$ cat src/rtl/uart_alu_ctrl.sv
// uart_alu_ctrl
//   Command front-end between uart_rx and uart_tx. It collects a 3-byte frame
//   (operand A, operand B, opcode), executes the opcode in a small ALU, hands
//   the result to the transmitter and waits for the transmit to complete
//   before it accepts the next frame. A partial frame is dropped when the
//   idle gap between its bytes reaches TIMEOUT_CYCLES.
//
// Ports
//   clk         system clock, rising edge
//   reset       synchronous, active-low reset
//   i_rx_done   one-cycle pulse from uart_rx, i_rx_data valid in that cycle
//   i_rx_data   received byte
//   i_tx_done   one-cycle pulse from uart_tx at the end of the stop bit
//   o_tx_start  one-cycle pulse that starts transmission of o_tx_data
//   o_tx_data   byte to transmit (the result register)
//   o_result    last computed result, held until the next valid execution
//   o_busy      high from EXEC through WAIT_TX
//   o_error     one-cycle pulse on an unsupported opcode
//   o_timeout   one-cycle pulse when a partial frame is aborted
module uart_alu_ctrl #(
  parameter int unsigned DATA_WIDTH     = 8,
  parameter int unsigned OP_WIDTH       = 6,
  parameter int unsigned TIMEOUT_CYCLES = 1_000_000,
  parameter int unsigned TO_WIDTH       = 20
) (
  input  logic                  clk,
  input  logic                  reset,
  input  logic                  i_rx_done,
  input  logic [DATA_WIDTH-1:0] i_rx_data,
  input  logic                  i_tx_done,
  output logic                  o_tx_start,
  output logic [DATA_WIDTH-1:0] o_tx_data,
  output logic [DATA_WIDTH-1:0] o_result,
  output logic                  o_busy,
  output logic                  o_error,
  output logic                  o_timeout
);

  typedef enum logic [2:0] {
    S_GET_A,
    S_GET_B,
    S_GET_OP,
    S_EXEC,
    S_SEND,
    S_WAIT_TX
  } state_t;

  localparam logic [OP_WIDTH-1:0] OP_ADD = OP_WIDTH'(6'b100000);
  localparam logic [OP_WIDTH-1:0] OP_SUB = OP_WIDTH'(6'b100010);
  localparam logic [OP_WIDTH-1:0] OP_AND = OP_WIDTH'(6'b100100);
  localparam logic [OP_WIDTH-1:0] OP_OR  = OP_WIDTH'(6'b100101);
  localparam logic [OP_WIDTH-1:0] OP_XOR = OP_WIDTH'(6'b100110);
  localparam logic [OP_WIDTH-1:0] OP_NOR = OP_WIDTH'(6'b100111);
  localparam logic [OP_WIDTH-1:0] OP_SRA = OP_WIDTH'(6'b000011);
  localparam logic [OP_WIDTH-1:0] OP_SRL = OP_WIDTH'(6'b000010);

  localparam logic [TO_WIDTH-1:0]   TO_LAST     = TO_WIDTH'(TIMEOUT_CYCLES - 1);
  localparam logic [DATA_WIDTH-1:0] SHIFT_LIMIT = DATA_WIDTH'(DATA_WIDTH);

  state_t                state, state_next;
  logic [DATA_WIDTH-1:0] a_reg, b_reg, result_reg;
  logic [OP_WIDTH-1:0]   op_reg;
  logic [TO_WIDTH-1:0]   to_cnt;

  logic                  load_a, load_b, load_op, load_result;
  logic                  cnt_clr, cnt_inc;
  logic [DATA_WIDTH-1:0] alu_res;
  logic                  alu_valid;

  // Opcode bits above OP_WIDTH carry no meaning.
  logic unused_rx_hi;
  assign unused_rx_hi = ^i_rx_data[DATA_WIDTH-1:OP_WIDTH];

  // ALU: combinational on the latched operands, consumed only in EXEC.
  always_comb begin
    alu_res   = '0;
    alu_valid = 1'b1;
    case (op_reg)
      OP_ADD: alu_res = a_reg + b_reg;
      OP_SUB: alu_res = a_reg - b_reg;
      OP_AND: alu_res = a_reg & b_reg;
      OP_OR:  alu_res = a_reg | b_reg;
      OP_XOR: alu_res = a_reg ^ b_reg;
      OP_NOR: alu_res = ~(a_reg | b_reg);
      OP_SRL: begin
        if (b_reg >= SHIFT_LIMIT) alu_res = '0;
        else                      alu_res = a_reg >> b_reg;
      end
      OP_SRA: begin
        // Oversized shift counts saturate to the sign fill.
        if (b_reg >= SHIFT_LIMIT) alu_res = {DATA_WIDTH{a_reg[DATA_WIDTH-1]}};
        else                      alu_res = $unsigned($signed(a_reg) >>> b_reg);
      end
      default: alu_valid = 1'b0;
    endcase
  end

  always_ff @(posedge clk) begin
    if (!reset) state <= S_GET_A;
    else        state <= state_next;
  end

  always_comb begin
    state_next  = state;
    load_a      = 1'b0;
    load_b      = 1'b0;
    load_op     = 1'b0;
    load_result = 1'b0;
    cnt_clr     = 1'b0;
    cnt_inc     = 1'b0;
    o_tx_start  = 1'b0;
    o_busy      = 1'b0;
    o_error     = 1'b0;
    o_timeout   = 1'b0;
    case (state)
      S_GET_A: begin
        if (i_rx_done) begin
          load_a     = 1'b1;
          cnt_clr    = 1'b1;
          state_next = S_GET_B;
        end
      end
      S_GET_B: begin
        // A byte arriving on the terminal count wins over the timeout.
        if (i_rx_done) begin
          load_b     = 1'b1;
          cnt_clr    = 1'b1;
          state_next = S_GET_OP;
        end else if (to_cnt == TO_LAST) begin
          o_timeout  = 1'b1;
          cnt_clr    = 1'b1;
          state_next = S_GET_A;
        end else begin
          cnt_inc    = 1'b1;
        end
      end
      S_GET_OP: begin
        if (i_rx_done) begin
          load_op    = 1'b1;
          state_next = S_EXEC;
        end else if (to_cnt == TO_LAST) begin
          o_timeout  = 1'b1;
          cnt_clr    = 1'b1;
          state_next = S_GET_A;
        end else begin
          cnt_inc    = 1'b1;
        end
      end
      S_EXEC: begin
        o_busy = 1'b1;
        if (alu_valid) begin
          load_result = 1'b1;
          state_next  = S_SEND;
        end else begin
          o_error    = 1'b1;
          state_next = S_GET_A;
        end
      end
      S_SEND: begin
        o_busy     = 1'b1;
        o_tx_start = 1'b1;
        state_next = S_WAIT_TX;
      end
      S_WAIT_TX: begin
        o_busy = 1'b1;
        if (i_tx_done) state_next = S_GET_A;
      end
      default: state_next = S_GET_A;
    endcase
  end

  always_ff @(posedge clk) begin
    if (!reset) begin
      a_reg      <= '0;
      b_reg      <= '0;
      op_reg     <= '0;
      result_reg <= '0;
      to_cnt     <= '0;
    end else begin
      if (load_a)      a_reg      <= i_rx_data;
      if (load_b)      b_reg      <= i_rx_data;
      if (load_op)     op_reg     <= i_rx_data[OP_WIDTH-1:0];
      if (load_result) result_reg <= alu_res;
      if (cnt_clr)      to_cnt <= '0;
      else if (cnt_inc) to_cnt <= to_cnt + TO_WIDTH'(1);
    end
  end

  assign o_tx_data = result_reg;
  assign o_result  = result_reg;

endmodule

$ cat config.mk
export PLATFORM = sky130hd
export DESIGN_NAME = uart_alu_ctrl
export DESIGN_NICKNAME = d
export VERILOG_FILES = /design/src/rtl/uart_alu_ctrl.sv
export SDC_FILE = /design/constraint.sdc
export NUM_CORES = 1
export LEC_CHECK = 0
export CAP_MARGIN = 20
export CORE_AREA = 2 2 98 100
export CTS_BUF_LIST = sky130_fd_sc_hd__clkbuf_2 sky130_fd_sc_hd__clkbuf_4 sky130_fd_sc_hd__clkbuf_8
export DETAILED_ROUTE_END_ITERATION = 8
export DIE_AREA = 0 0 100 102
export PLACE_DENSITY = 0.67
export SETUP_SLACK_MARGIN = 0.2
export SLEW_MARGIN = 20
export SYNTH_ARGS = -nofsm -noshare
export SYNTH_HDL_FRONTEND = slang
export SYNTH_SLANG_ARGS = --single-unit
$ cat constraint.sdc
create_clock -name clk -period 2.9 [get_ports clk]
set_input_delay 0.87 -clock clk [delete_from_list [all_inputs] [get_ports clk]]
set_output_delay 0.87 -clock clk [all_outputs]
set_load 0.01 [all_outputs]
# Yosys cells after proc, flatten, opt, wreduce, memory -nomap -nowiden
# Index checks and enable logic that the tools add are counted.
[word_totals]
reg_bits = 53
output_inout_bits = 20
wordCells = 68
[classes]
addsub = 3
order_cmp = 1
eq_ne = 16
shifts = 2
muxes = 29
n_bitwise = 5
n_reduce_logical = 6
[op_table]
columns = ["cell", "count"]
rows = [
  ["8-bit one-hot mux with 8 select lines", 1],
  ["6-bit equality test (second input constant)", 6],
  ["20-bit by 1-bit adder with 20-bit output (second input constant)", 1],
  ["20-bit equality test (second input constant)", 1],
  ["1-bit two-way mux", 18],
  ["3-bit two-way mux", 6],
  ["3-bit one-hot mux with 6 select lines", 1],
  ["8-bit two-way mux", 2],
  ["6-bit by 2-bit equality test with 1-bit output (second input constant)", 2],
  ["8-bit adder", 1],
  ["8-bit AND", 1],
  ["8-bit by 4-bit >= comparator with 1-bit output (second input constant)", 1],
  ["8-bit NOT", 1],
  ["8-bit OR", 1],
  ["8-bit OR reduction", 1],
  ["8-bit by 8-bit right shift with 8-bit output", 1],
  ["8-bit by 8-bit >>> shifter with 8-bit output", 1],
  ["8-bit subtractor", 1],
  ["8-bit bitwise XOR", 1],
  ["3-bit by 2-bit equality test with 1-bit output (second input constant)", 2],
  ["3-bit equality test (second input constant)", 2],
  ["2-bit inequality test (second input constant)", 2],
  ["2-bit OR reduction", 2],
  ["3-bit by 1-bit equality test with 1-bit output (second input constant)", 1],
  ["other kinds (5)", 5],
]

# Logic depth before layout (Yosys ltp)
[logic_depth]
word_depth = 5
ltp_mapped = 13
mapped_depth_nobuf = 12

# Worst setup path before layout
# No wires, ideal clock.
[synth_timing]
path_type = "register to register"
startpoint = "register op_reg[3]"
endpoint = "register result_reg[7] (netlist: o_result[7])"
setup_ps = 127
arrival_ps = 2295
slack_ps = 478
path_stages_with_launch = 12
path_buffers = 0
synth_period_minus_slack_ps = 2422
path_cell_list = "dfxtp_1 -> nor3b_1 -> and2_1 -> a21oi_1 -> xnor2_1 -> ha_1 -> nand3_1 -> a21oi_1 -> nor2_1 -> a211o_1 -> xnor2_1 -> a21boi_1"
[synth_between]
elab_chain_cells = 5
[synth_rtl]
columns = ["item", "line", "source"]
rows = [
  ["start: declaration", "62", "logic [OP_WIDTH-1:0] op_reg;"],
  ["start signal: assignment", "182", "if (load_op) op_reg <= i_rx_data[OP_WIDTH-1:0];"],
  ["6-bit by 2-bit equality test with 1-bit output or 6-bit equality test (tied branches)", "78", "case (op_reg)"],
  ["8-bit OR reduction (no line)", "-", ""],
  ["1-bit two-way mux", "78", ""],
  ["1-bit two-way mux", "151", "if (alu_valid) begin"],
  ["1-bit two-way mux", "115", "case (state)"],
  ["end signal: assignment", "183", "if (load_result) result_reg <= alu_res;"],
  ["end: declaration", "61", "logic [DATA_WIDTH-1:0] a_reg, b_reg, result_reg;"],
]
# Several ways; a longest one is shown, not always the timed one.
# A chain may end at the register's enable or synchronous reset.

# Worst setup path after layout
[layout_timing]
startpoint = "register to_cnt[0]"
endpoint = "output o_timeout"
[layout_between]
elab_chain_cells = 4
[layout_rtl]
columns = ["item", "line", "source"]
rows = [
  ["start: declaration", "63", "logic [TO_WIDTH-1:0] to_cnt;"],
  ["start signal: assignment", "185", "else if (cnt_inc) to_cnt <= to_cnt + TO_WIDTH'(1);"],
  ["20-bit equality test", "129, 141", ""],
  ["1-bit two-way mux", "129, 141", ""],
  ["1-bit two-way mux", "138", "if (i_rx_done) begin"],
  ["1-bit two-way mux", "-", ""],
  ["end: declaration", "36", "output logic o_timeout"],
]
# No other way between the ends.

==> qor.yml <==
worstPathArrival_ns: 1.74
p_int_w: 0.00112
fin_skew_ns: 0.0134
hold-worst-slack_ns: 0.537
crit_required_ns: 2.03
cp_top_family: "simple AND/OR/NAND/NOR gates"
yosysUniqueCellTypes: 69
largest_reg_flops: 20
start_util_pct: 44.1
synth_ff_type: "dfxtp_1"
crit_chain: "ha_4 -> and4_1 -> nand4_1 -> or2_1 -> nor4_2 -> buf_2"
path_buf_inv: 1
syn_area_um2: 4010
cap_violations: 0
antenna_found_initial: 0
dpl-instance-area_um2: 4510
antenna_left: 0
ys_seq_area_share_pct: 26.4
cp_max_fo: 4
worst_slew_pin_slew_ns: 0.567
ff2ff_setup_slack_ns: 0.38
crit_path_top_delay_cell: "dfxtp_2"
clkPwrFrac_pct: 27.9
ys_seq_elements: 53
avgSynthCellArea_um2: 7.82
firstDrtPassIters: 5
period_share_pct: 90.2
clk_latency_ns: 0.33
r2r_end: "o_result[7]"
fmax_ghz: 0.382
drtIter0Drc: 185
finalHoldViolations: 0
portBuffers: 31
status: "complete, no violations"
grt_pass1_wl_um: 17800
n_antenna_cell: 0
chipWidth_um: 100
rsz0062_at_grt: "true"
grt_usage_pct: 21.9
syn_nets: 551
ys_warn_count: 0
p_per_area_nw_per_um2: 359
swShare_pct: 33.2
clk_pin_slew_ns: 0.12
gp_congestion: 0.916
cts_tree: "yes"
drive_above_1_share_pct: 12.3
holdPathEnd: "to_cnt[19]"
final_cell_mix: "80 x nand2_1, 56 x nor2_1, 46 x dfxtp_1"
min_from: "to_cnt[19]"
post-route-util_pct: 51.2
pwr-share-seq_pct: 46.7
nets: 590
dp_cells: 655
timing.rr.start: "op_reg[5]"
drc: 0
final_area_um2: 4660
area_growth_pct: 16.1
r2r_cells: 12
largest-register: "to_cnt"
cts.path.max_buffers: 2
grt_pass1_vias: 3646
slew_violations: 0
fp.dieArea_um2: 10200
fin_crit_ns: 2.61
hpwl_um: 8250
syn_inst: 513
maxSlewHeadroom_pct: 61.7
async_flop_share_pct: 0
vias: 3730
cts.htree.levels: 2
min_path_type: "flop to flop"
core_um2: 9110
leakage_nw: 1.67
io_pins: 32
cp-end-kind: "output pin"
finalSetupViolCount: 0
grt_max_degree: 23
rows: 35
hold_path_depth: 2
power_switching_w: 0.000556
layout_commonest_cell: "nand2_1"
cts_made_buffers: 5
cts-root-buf: "clkbuf_8"
via_per_inst: 5.62
wire_per_inst_um: 16.1
synth_edf_count: 0
grt-ovfl-total: 0
power_frac_comb_pct: 25.4
cts_sinks: 53
die_h_um: 102
start_kind: "flop"
fin_cells: 664
wl_um: 10700
crit_path_max_incr_delay_ns: 0.37
path_class: "flop to output pin"
ir_drop_uv: 188
==> cells by family after synthesis <==
family,synth area share [%]
buffers and inverters,5.99
xor gates and xnor gates,8.73
adders and majority gates,8.29
DFF,26.4
muxes,6.36
and+or+nand+nor,25.9
AOI/OAI and AO/OA,18.3
==> how the worst max path moves through the flow <==
| stage | from | endpoint | depth (start not counted) |
|---|---|---|---|
| after detailed placement | i_rx_done | o_timeout | 3 |
| after global routing | to_cnt[0] | o_timeout | 6 |
| after CTS | to_cnt[0] | o_timeout | 6 |
| after floorplan | op_reg[3] | o_result[7] | 11 |
| after global placement | i_rx_done | o_timeout | 3 |
| final | to_cnt[0] | o_timeout | 6 |
==> per-layer routing <==
metal  vias to the layer above  GRT usage, %  wire (µm)
met5                         -             0          0
met4                         0          8.22        329
met3                        23          2.53        531
met2                       113          39.6       5310
met1                      1736          26.8       4550
li1                       1858             -          -
==> stage by stage <==
step / setup TNS [ns] / total power, W / setup WS [ns]
floorplan: 0 / 0.00110 / 0.478
detailed placement: -0.151 / 0.00122 / -0.151
global placement: -0.123 / 0.00121 / -0.123
finish: 0 / 0.00167 / 0.285
global route: 0 / 0.00177 / 0.189
CTS: 0 / 0.00168 / 0.182
==> tightest hold or removal path: cells and delay by family, from the launching register on <==
| kind | cells | cell delay, ns |
|---|---|---|
| DFF | 1 | 0.36 |
| xor gates and xnor gates | 1 | 0.08 |
| and+or+nand+nor | 1 | 0.07 |
==> area by class of cell <==
| class | instances | area (µm²) |
|---|---|---|
| well taps | 111 | 139 |
| inverters | 20 | 75.1 |
| multi-input cells | 412 | 2750 |
| clock inverters | 3 | 28.8 |
| fillers | 874 | 4450 |
| repair buffers | 60 | 526 |
| flip-flops and latches | 53 | 1070 |
| clock buffers | 5 | 68.8 |
==> power groups by stage <==
stage               sequential, W  combinational (W)  clock [W]
floorplan                0.000780           0.000318          0
global placement         0.000796           0.000411          0
detailed placement       0.000797           0.000418          0
CTS                      0.000781           0.000422   0.000480
global route             0.000785           0.000475   0.000507
finish                   0.000782           0.000425   0.000468
==> cell usage after synthesis, types with 2 or more instances <==
| cell | count | area share, % |
|---|---|---|
| o31a_1 | 2 | 0.44 |
| a211oi_1 | 5 | 0.94 |
| a211o_1 | 2 | 0.44 |
| nor4_1 | 3 | 0.47 |
| a21boi_0 | 16 | 3.0 |
| o211a_1 | 2 | 0.50 |
| nand2_1 | 80 | 7.5 |
| nor3_1 | 20 | 2.5 |
| a21oi_1 | 13 | 1.6 |
| xnor2_1 | 33 | 7.2 |
| o21a_1 | 3 | 0.56 |
| a22oi_1 | 4 | 0.75 |
| o21ai_0 | 18 | 2.2 |
| o21ai_2 | 2 | 0.44 |
| nand3_1 | 12 | 1.5 |
| a41oi_1 | 3 | 0.65 |
| and3_1 | 4 | 0.62 |
| nor2_1 | 57 | 5.3 |
| and4_1 | 2 | 0.44 |
| nand2b_1 | 5 | 0.78 |
| o211ai_1 | 4 | 0.75 |
| mux4_2 | 2 | 1.1 |
| ha_1 | 25 | 7.8 |
| nor2b_1 | 10 | 1.6 |
| and2_1 | 5 | 0.78 |
| clkinv_1 | 2 | 0.19 |
| nand4_1 | 5 | 0.78 |
| buf_4 | 12 | 2.2 |
| dfxtp_1 | 53 | 26 |
| clkbuf_1 | 9 | 0.84 |
| o21ai_1 | 5 | 0.62 |
| nor3b_1 | 4 | 0.75 |
| xor2_1 | 7 | 1.5 |
| inv_1 | 18 | 1.7 |
| mux2i_1 | 21 | 5.2 |
| a31oi_1 | 7 | 1.1 |
| buf_2 | 6 | 0.75 |
==> repair_timing <==
action / in CTS / in global routing
resized for setup: 10 / 12
gates cloned: 0 / 0
buffers inserted: 0 / 1
hold buffers: 0 / 0
pin swaps: 1 / 3
setup endpoints to repair: 3 / 6
Power figures use the tool's default switching activity.
==> RTL change (same flow settings) <==
The 6 states of `state_t` get a one-hot encoding in 6 bits.
--- a/src/rtl/uart_alu_ctrl.sv
+++ b/src/rtl/uart_alu_ctrl.sv
@@ -36,13 +36,13 @@
   output logic                  o_timeout
 );
 
-  typedef enum logic [2:0] {
-    S_GET_A,
-    S_GET_B,
-    S_GET_OP,
-    S_EXEC,
-    S_SEND,
-    S_WAIT_TX
+  typedef enum logic [5:0] {
+    S_GET_A   = 6'b000001,
+    S_GET_B   = 6'b000010,
+    S_GET_OP  = 6'b000100,
+    S_EXEC    = 6'b001000,
+    S_SEND    = 6'b010000,
+    S_WAIT_TX = 6'b100000
   } state_t;
 
   localparam logic [OP_WIDTH-1:0] OP_ADD = OP_WIDTH'(6'b100000);
Formal check against the unedited RTL: no difference found for any inputs over 4 cycles, from zero or initial values and one cycle with reset low; so few cycles prove little.
==> RTL change against the original RTL <==
- non-clock buffer count increased by 13
- sequential cell count rose by 3
- worst setup slack worse by 0.20 ns
- synthesized area up 4.6%
- wire length down 0.56%
- final area increased by 7.2%
- utilization grew 3.7 points
- synthesized cell count down 2.7%
Power is not compared: it rests on default switching activity, and its combinational part moved more than twofold at a synthesized area within 25%.
==> RTL change: results (changes against the original RTL) <==
- Setup Skew: 0.0159 ns (+0.00246 ns)
- Htree depth: 2 (unchanged)
- Ys Warns: 0 (unchanged)
- Async set-reset flop share out of synthesis: 0% (unchanged)
- Max_slew headroom: 67.0% (+5.3 points)
- Layout cell share with drive strength beyond 1: 16.4% (+4.1 points)
- Slowest-stage cell, CP: or4b_4
- HP Start: to_cnt[1]
- Final wirelength: 10.7 mm (-0.56%)
- DP HPWL: 7.85 mm (-4.8%)
- Seq/Total Area, Yosys: 26.7% (+0.26 points)
- Number of cells after detailed placement: 636 (-2.9%)
- Worst-path clk slew: 0.12 ns (about the same)
- Synth cell count leaders: 56 x dfxtp_1, 44 x nor2_1, 35 x nand2_1
- Hold path cells: 2 (unchanged)
- R2R Path Start: op_reg[4]
- Largest net degree at the start of global routing: 32 (+39%)
- DRT Pass-1 Iters: 5 (unchanged)
- CP max FO: 5 (+1)
- Synth area leaders: dfxtp_1 27%, mux2i_1 7.9%, ha_1 7.4%
- Sw frac: 37.7%
- Avg Cell Area, Syn: 8.42 um^2 (+7.6%)
- Clock latency on the worst-skew pair: 0.33 ns (about the same)
- Maximum vdd drop: 0.000210 V
- Post-synthesis compound-gate area fraction: 15.0% (-3.3 points)
- Total nets after synthesis: 537 (-2.5%)
- Status: finished clean
- R2R setup slack: 0.09 ns (-0.29 ns)
- Hold Path Sink: to_cnt[1]
- XOR/XNOR Fraction of Synth Area: 8.55% (-0.18 points)
- Biggest register: to_cnt
- # nets final: 581 (-1.5%)
- Reg2Reg Capture Point: o_result[6]
- # diodes: 0 (unchanged)
- Port Buffers: 31 (unchanged)
- First-pass GRT wire length: 17.7 mm (-0.27%)
- Cell family with most CP delay: simple AND/OR/NAND/NOR gates
- Proportion of synthesized area in mux cells: 10.5% (+4.2 points)
- Placer Congestion: 1.03 (+12%)
- Synth Area in Adders: 7.92% (-0.37 points)
- Initial antenna violation count: 0 (unchanged)
- Grt ovf: 0 (unchanged)
- Number of global-route vias before repair: 3690 (+1.2%)
- Netlist cell types: 68 (-1.4%)
- Worst path max stage delay: 0.56 ns (+0.19 ns)
- All-Layer GR Usage: 21.7% (-0.17 points)
- Critical Path AT: 3.09 ns (+1.35 ns)
- Post-Layout Cell Count: 655 (-1.4%)
- Clock buffer depth: 2 (unchanged)
- Leak pwr: 0.00199 uW
- Hold Path Class: reg -> reg
- Cells on worst reg2reg path: 13 (+1)
- Number of flip-flops under the largest register name: 20 (unchanged)
- CTS root buffer: clkbuf_8
- Vias/cell: 5.83 (+3.7%)
- DRT iter0 DRCs: 188 (+1.6%)
- Total CTS buffers: 5 (unchanged)
- Hold_ws: 0.479 ns (-0.0574 ns)
[RTL change: worst max path at each step]
stage,start,to,slack [ns]
after global placement,i_rx_done,o_timeout,-0.39
final,op_reg[4],o_result[6],0.09
after CTS,state[5],o_timeout,0.15
after global routing,op_reg[4],o_result[6],-0.04
after detailed placement,i_rx_done,o_timeout,-0.39
after floorplan,op_reg[2],o_result[6],0.24
[RTL change: what timing repair did]
action	in CTS	in global routing
setup endpoints to repair	7	8
hold buffers	0	0
setup buffers	11	0
resized for setup	26	8
pin swaps	20	10
hold endpoints to repair	0	0
cloned	0	0
[RTL change: per-stage QoR]
step | utilization (%) | worst slack (ns) | instance area, um^2
CTS | 54.6 | 0.152 | 4970
detailed placement | 51.6 | -0.393 | 4700
global placement | 51.6 | -0.388 | 4700
finish | 54.8 | 0.0879 | 4990
floorplan | - | 0.240 | 4210
global route | 54.8 | -0.0403 | 4990
[RTL change: cell type report]
class / count / area (um^2)
clock buffers: 5 / 68.8
clock inverters: 3 / 33.8
repair buffers: 73 / 633
multi-input cells: 387 / 2920
flip-flops and latches: 56 / 1120
inverters: 20 / 75.1
fillers: 837 / 4110
well taps: 111 / 139
[RTL change: layer usage]
metal	track usage [%]	wire, um	share of wire, %	vias up
li1	-	-	-	1867
met1	27.8	4730	44	1774
met2	35.8	4900	46	135
met3	4.04	605	5.7	41
met4	10.0	431	4.0	0
met5	0	0	0	-
[RTL change: logic make-up (layout without fill, tap and decap cells)]
family / after synthesis / after routing
and+or+nand+nor: 187 / 187
xor gates and xnor gates: 41 / 41
buffers and inverters: 56 / 101
DFF: 56 / 56
AOI/OAI and AO/OA: 95 / 95
adders and majority gates: 26 / 26
muxes: 38 / 38
[RTL change: worst min-delay path: stages (launching register included)]
cell and delay, ns:
dfxtp_1 0.34, nand2_1 0.05, a21oi_1 0.05
[RTL change: power by group through the flow]
stage | Combinational [uW] | Sequential (uW) | Clock, uW
2_1_floorplan | 578 | 858 | 0
3_3_place_gp | 745 | 886 | 0
3_5_place_dp | 763 | 888 | 0
4_1_cts | 847 | 870 | 494
5_1_grt | 970 | 877 | 529
6_report | 893 | 873 | 484
